<file path="src/rtl/exec_alu_datapath_pkg.sv">
// Shared constants for the execute-stage datapath: word size, ALU opcodes
// and the multiply latency that the hazard unit's stall counter also uses.
package exec_alu_datapath_pkg;

    localparam int WORD_SIZE   = 32;
    localparam int MUL_LATENCY = 4;

    localparam logic [2:0] ALU_ADD  = 3'b000;
    localparam logic [2:0] ALU_SUB  = 3'b001;
    localparam logic [2:0] ALU_AND  = 3'b010;
    localparam logic [2:0] ALU_OR   = 3'b011;
    localparam logic [2:0] ALU_MUL  = 3'b100;
    localparam logic [2:0] ALU_SLT  = 3'b101;
    localparam logic [2:0] ALU_XOR  = 3'b110;
    localparam logic [2:0] ALU_SLTU = 3'b111;

endpackage

</file>
<file path="src/rtl/exec_alu_datapath_mul_pipe.sv">
// Fixed-latency multiplier: low WIDTH bits of a*b captured every cycle and
// shifted through STAGES registers with no valid/flush tracking.
module mul_pipe #(
    parameter int WIDTH  = 32,
    parameter int STAGES = 4
) (
    input  logic             clk,
    input  logic             rst,
    input  logic [WIDTH-1:0] a,
    input  logic [WIDTH-1:0] b,
    output logic [WIDTH-1:0] p
);

    logic [WIDTH-1:0] stage_d [STAGES];
    logic [WIDTH-1:0] stage_q [STAGES];

    // Only the low word is kept, so signed and unsigned products coincide.
    always_comb begin
        stage_d[0] = a * b;
        for (int i = 1; i < STAGES; i++) begin
            stage_d[i] = stage_q[i-1];
        end
    end

    always_ff @(posedge clk or posedge rst) begin
        if (rst) begin
            for (int i = 0; i < STAGES; i++) begin
                stage_q[i] <= '0;
            end
        end else begin
            for (int i = 0; i < STAGES; i++) begin
                stage_q[i] <= stage_d[i];
            end
        end
    end

    assign p = stage_q[STAGES-1];

endmodule

</file>
<file path="src/rtl/exec_alu_datapath.sv">
// Execute-stage datapath: operand-B mux, ALU with zero flag, branch-target
// adder. Only the MUL opcode is registered, via mul_pipe.
module exec_alu_datapath
    import exec_alu_datapath_pkg::*;
#(
    parameter int WIDTH      = WORD_SIZE,
    parameter int MUL_STAGES = MUL_LATENCY
) (
    input  logic             clk,
    input  logic             rst,
    input  logic [WIDTH-1:0] src_a,
    input  logic [WIDTH-1:0] write_data,
    input  logic [WIDTH-1:0] imm_ext,
    input  logic [WIDTH-1:0] pc,
    input  logic             alu_src,
    input  logic [2:0]       alu_control,
    output logic [WIDTH-1:0] alu_result,
    output logic             zero,
    output logic [WIDTH-1:0] pc_target,
    output logic [WIDTH-1:0] src_b
);

    logic [WIDTH-1:0] mul_p;

    assign src_b     = alu_src ? imm_ext : write_data;
    assign pc_target = pc + imm_ext;

    mul_pipe #(
        .WIDTH  (WIDTH),
        .STAGES (MUL_STAGES)
    ) u_mul_pipe (
        .clk (clk),
        .rst (rst),
        .a   (src_a),
        .b   (src_b),
        .p   (mul_p)
    );

    // MUL output is stale until the stall has covered MUL_STAGES edges.
    always_comb begin
        alu_result = '0;
        case (alu_control)
            ALU_ADD:  alu_result = src_a + src_b;
            ALU_SUB:  alu_result = src_a - src_b;
            ALU_AND:  alu_result = src_a & src_b;
            ALU_OR:   alu_result = src_a | src_b;
            ALU_MUL:  alu_result = mul_p;
            ALU_SLT:  alu_result = {{(WIDTH-1){1'b0}}, ($signed(src_a) < $signed(src_b))};
            ALU_XOR:  alu_result = src_a ^ src_b;
            ALU_SLTU: alu_result = {{(WIDTH-1){1'b0}}, (src_a < src_b)};
            default:  alu_result = '0;
        endcase
    end

    assign zero = (alu_result == '0);

endmodule

</file>
<file path="config.mk">
export PLATFORM = sky130hd
export DESIGN_NAME = exec_alu_datapath
export DESIGN_NICKNAME = d
export VERILOG_FILES = /design/src/rtl/exec_alu_datapath_pkg.sv /design/src/rtl/exec_alu_datapath_mul_pipe.sv /design/src/rtl/exec_alu_datapath.sv
export SDC_FILE = /design/constraint.sdc
export NUM_CORES = 2
export LEC_CHECK = 0
export CAP_MARGIN = 40
export CORE_MARGIN = 2
export CORE_UTILIZATION = 54
export CTS_CLUSTER_SIZE = 30
export DETAILED_ROUTE_END_ITERATION = 6
export PLACE_DENSITY = 0.81
export RECOVER_POWER = 100
export SKIP_CTS_REPAIR_TIMING = 1
export SLEW_MARGIN = 10
export SYNTH_ARGS = -nofsm -noshare
export SYNTH_HDL_FRONTEND = slang
export SYNTH_SLANG_ARGS = --single-unit
</file>
<file path="constraint.sdc">
create_clock -name clk -period 9.7 [get_ports clk]
set_input_delay 0.97 -clock clk [delete_from_list [all_inputs] [get_ports clk]]
set_output_delay 0.97 -clock clk [all_outputs]
set_load 0.03 [all_outputs]
</file>
==> reports/results.ini <==
[clocking]
cts_tree=built
cts.sinks=128
numCtsBuffers=17
clkTransAtPathRegs_ns=0.06
htree_levels=4
root_buffer=clkbuf_16
cts_buffer_depth=2
clk_latency_ns=0.45

[run]
maxCapViolCount=2

[logic_synthesis]
yosysSeqAreaShare_pct=12.6
synthTopCellsByArea=fa_1 (32%), dfrtp_1 (13%), ha_1 (12%)
synth_top_area_share_pct=32.4
netlist_area_sq_um=25400
avgSynthCellArea_sq_um=8.70
yosysWarnings=0
synth-edff-count=0
dominantRegCellSynth=dfrtp_1
synth_cell_type_count=89
yosysTopAreaCell=fa_1
async_reset_ff_share_pct=100
synth_nets=3718
netlist_instances=2920
synth-seq-cells=128

[routing]
drt_iter0_drc=2939
ant_nets=0
viasPerCell=6.18
wire_per_inst_microns=26.5
routed_wl_microns=99700
drc=0
firstDrtPassIters=6
vias=23300

[timing]
fmax_mhz=108
finClkSkew_ns=0.00968
fin_crit_ns=9.25
finalHoldViolations=0
rsz0062_at_grt=no
final.setup.tns_ns=0
slew_headroom_pct=-131
tightest_slew_ns=3.46
post-route-period-util_pct=95.4
finalMaxSlewViolations=119
finalSetupViolations=0

[critical_path]
worst-r2r-setup-slack_ns=9.09
critPathLaunch=alu_src
timing.rr.end=u_mul_pipe.stage_d[18]
r2r-start=u_mul_pipe.stage_d[50]
critPathRequiredTime_ns=8.73
crit_path_max_fanout=17
worstRegToRegCells=0
worstSetupEndpoint=zero
crit_path_start_kind=input pin
endpoint_kind=primary output
crit_arrival_ns=8.28
path_class=in2out

[hold_path]
hold_path.class=reg2reg
whs_path_depth=0

[placement]
port_buffers=230
gp_congestion=1.03
dp_hpwl_microns=80900

[floorplanning]
die_area_sq_um=48800
row_count=79
core_area_sq_um=46500
fp.dieH_microns=221
pin_count=231
die_x_microns=221
initial_core_util_pct=54.7

[run_status]
violations=max-capacitance violations, max-slew violations
outcome=complete, but fails checks

[finish]
nFillCells=4016
drive_gt1_share_pct=5.55
fin_nets=3940
syn_to_final_growth_pct=15.1

[global_routing]
grt_first_pass_wirelength_microns=150000
grt_max_degree=65
overflow=0
track_usage_pct=41.2
grt_antenna_before_repair=5
grt_pass1_vias=23900

## cell usage after synthesis (all sizes together), types with 9 or more instances
cell type	instances
nor2	419
clkinv	12
xnor2	103
o21bai	17
xor2	20
nand3	27
o22ai	13
nor3	22
clkbuf	97
buf	25
a31oi	15
dfrtp	128
nand2b	20
a21oi	130
o31ai	17
a21o	30
nor2b	20
and3	9
o21a	20
and2	10
a211oi	15
nand2	259
fa	411
mux2	18
o211ai	20
mux2i	30
ha	253
inv	501
a22oi	23
o21ai	85
## sequential cells by signal, summed over array words and instances (netlist names)
register	cells
u_mul_pipe.stage_d	96
u_mul_pipe.p	32
## metal layers
metal  global-route usage (%)  wire (microns)
met5                        0              61
met4                     20.8            6420
met1                     55.8           38200
met2                     61.1           42700
met3                     11.3           12300
## placed cells by master (no fill, tap or decap), types with 20 or more instances in the layout
master,netlist,layout
inv_1,494,493
nor2_1,419,419
fa_1,411,411
nand2_1,259,259
ha_1,253,253
clkdlybuf4s50_1,0,136
a21oi_1,130,130
dfrtp_1,128,128
xnor2_1,103,103
dlygate4sd3_1,0,90
buf_4,2,89
o21ai_0,81,81
a21o_1,30,30
nand3_1,27,27
mux2i_1,30,24
a22oi_1,23,23
nor3_1,22,22
nor2b_1,20,20
o21a_1,20,20
nand2b_1,20,20
xor2_1,20,20
o211ai_1,20,20
## worst max-delay path, stage by stage
cell	delay, ns
buf_2	0.28
buf_4	0.28
clkbuf_1	0.88
mux2_1	0.75
inv_1	0.41
ha_1	0.52
inv_1	0.24
nor2_1	0.12
a31oi_1	0.17
o21ai_0	0.13
a211oi_2	0.44
nand2_1	0.11
a32o_1	0.30
or4_1	0.54
or4_1	0.56
or4_1	0.48
or4_1	0.53
nor4_2	0.16
clkbuf_1	0.38
## layout make-up
class / count / area [sq um] / area share (%)
Antenna cell: 1 / 2.50 / 0.00856
Clock buffer: 17 / 425 / 1.45
Clock inverter: 15 / 138 / 0.471
Inverter: 513 / 1930 / 6.59
Multi-Input combinational cell: 2157 / 19800 / 67.8
Sequential cell: 128 / 3200 / 11.0
Tap cell: 607 / 759 / 2.60
Timing Repair Buffer: 325 / 2980 / 10.2
## how the worst min path moves through the flow
stage | start | slack [ns] | to
3_3_place_gp | u_mul_pipe.stage_d[32] | 0.33 | u_mul_pipe.stage_d[0]
2_1_floorplan | u_mul_pipe.stage_d[0] | 0.33 | u_mul_pipe.p[0]
5_1_grt | u_mul_pipe.stage_d[41] | 0.35 | u_mul_pipe.stage_d[9]
3_5_place_dp | u_mul_pipe.stage_d[26] | 0.33 | u_mul_pipe.p[26]
4_1_cts | u_mul_pipe.stage_d[9] | 0.35 | u_mul_pipe.p[9]
6_report | u_mul_pipe.stage_d[9] | 0.34 | u_mul_pipe.p[9]
## kinds of logic (layout without fill, tap and decap cells)
| family | after synthesis | in the layout | synth area share (%) |
|---|---|---|---|
| AOI/OAI and AO/OA | 482 | 482 | 12.7 |
| other | 0 | 1 | 0 |
| adders and majority gates | 664 | 664 | 44.8 |
| xor gates and xnor gates | 123 | 123 | 4.24 |
| and+or+nand+nor | 839 | 839 | 14.0 |
| DFF | 128 | 128 | 12.6 |
| buffers and inverters | 635 | 870 | 9.49 |
| muxes | 49 | 49 | 2.07 |
## metrics by stage
step | utilization (%) | setup WS (ns) | cell area [sq um] | cells | hold slack, ns
2_1_floorplan | - | 0.964 | 25400 | 2920 | 0.331
3_3_place_gp | 61.7 | 0.579 | 28700 | 3727 | 0.331
3_5_place_dp | 61.8 | 0.430 | 28700 | 3730 | 0.335
4_1_cts | 63.1 | 0.865 | 29300 | 3762 | 0.346
5_1_grt | 62.9 | 0.225 | 29200 | 3763 | 0.347
6_report | 62.9 | 0.448 | 29200 | 3763 | 0.344
Power is not shown: default switching activity piles up to over one toggle a cycle in this logic, so the estimate is an artifact.
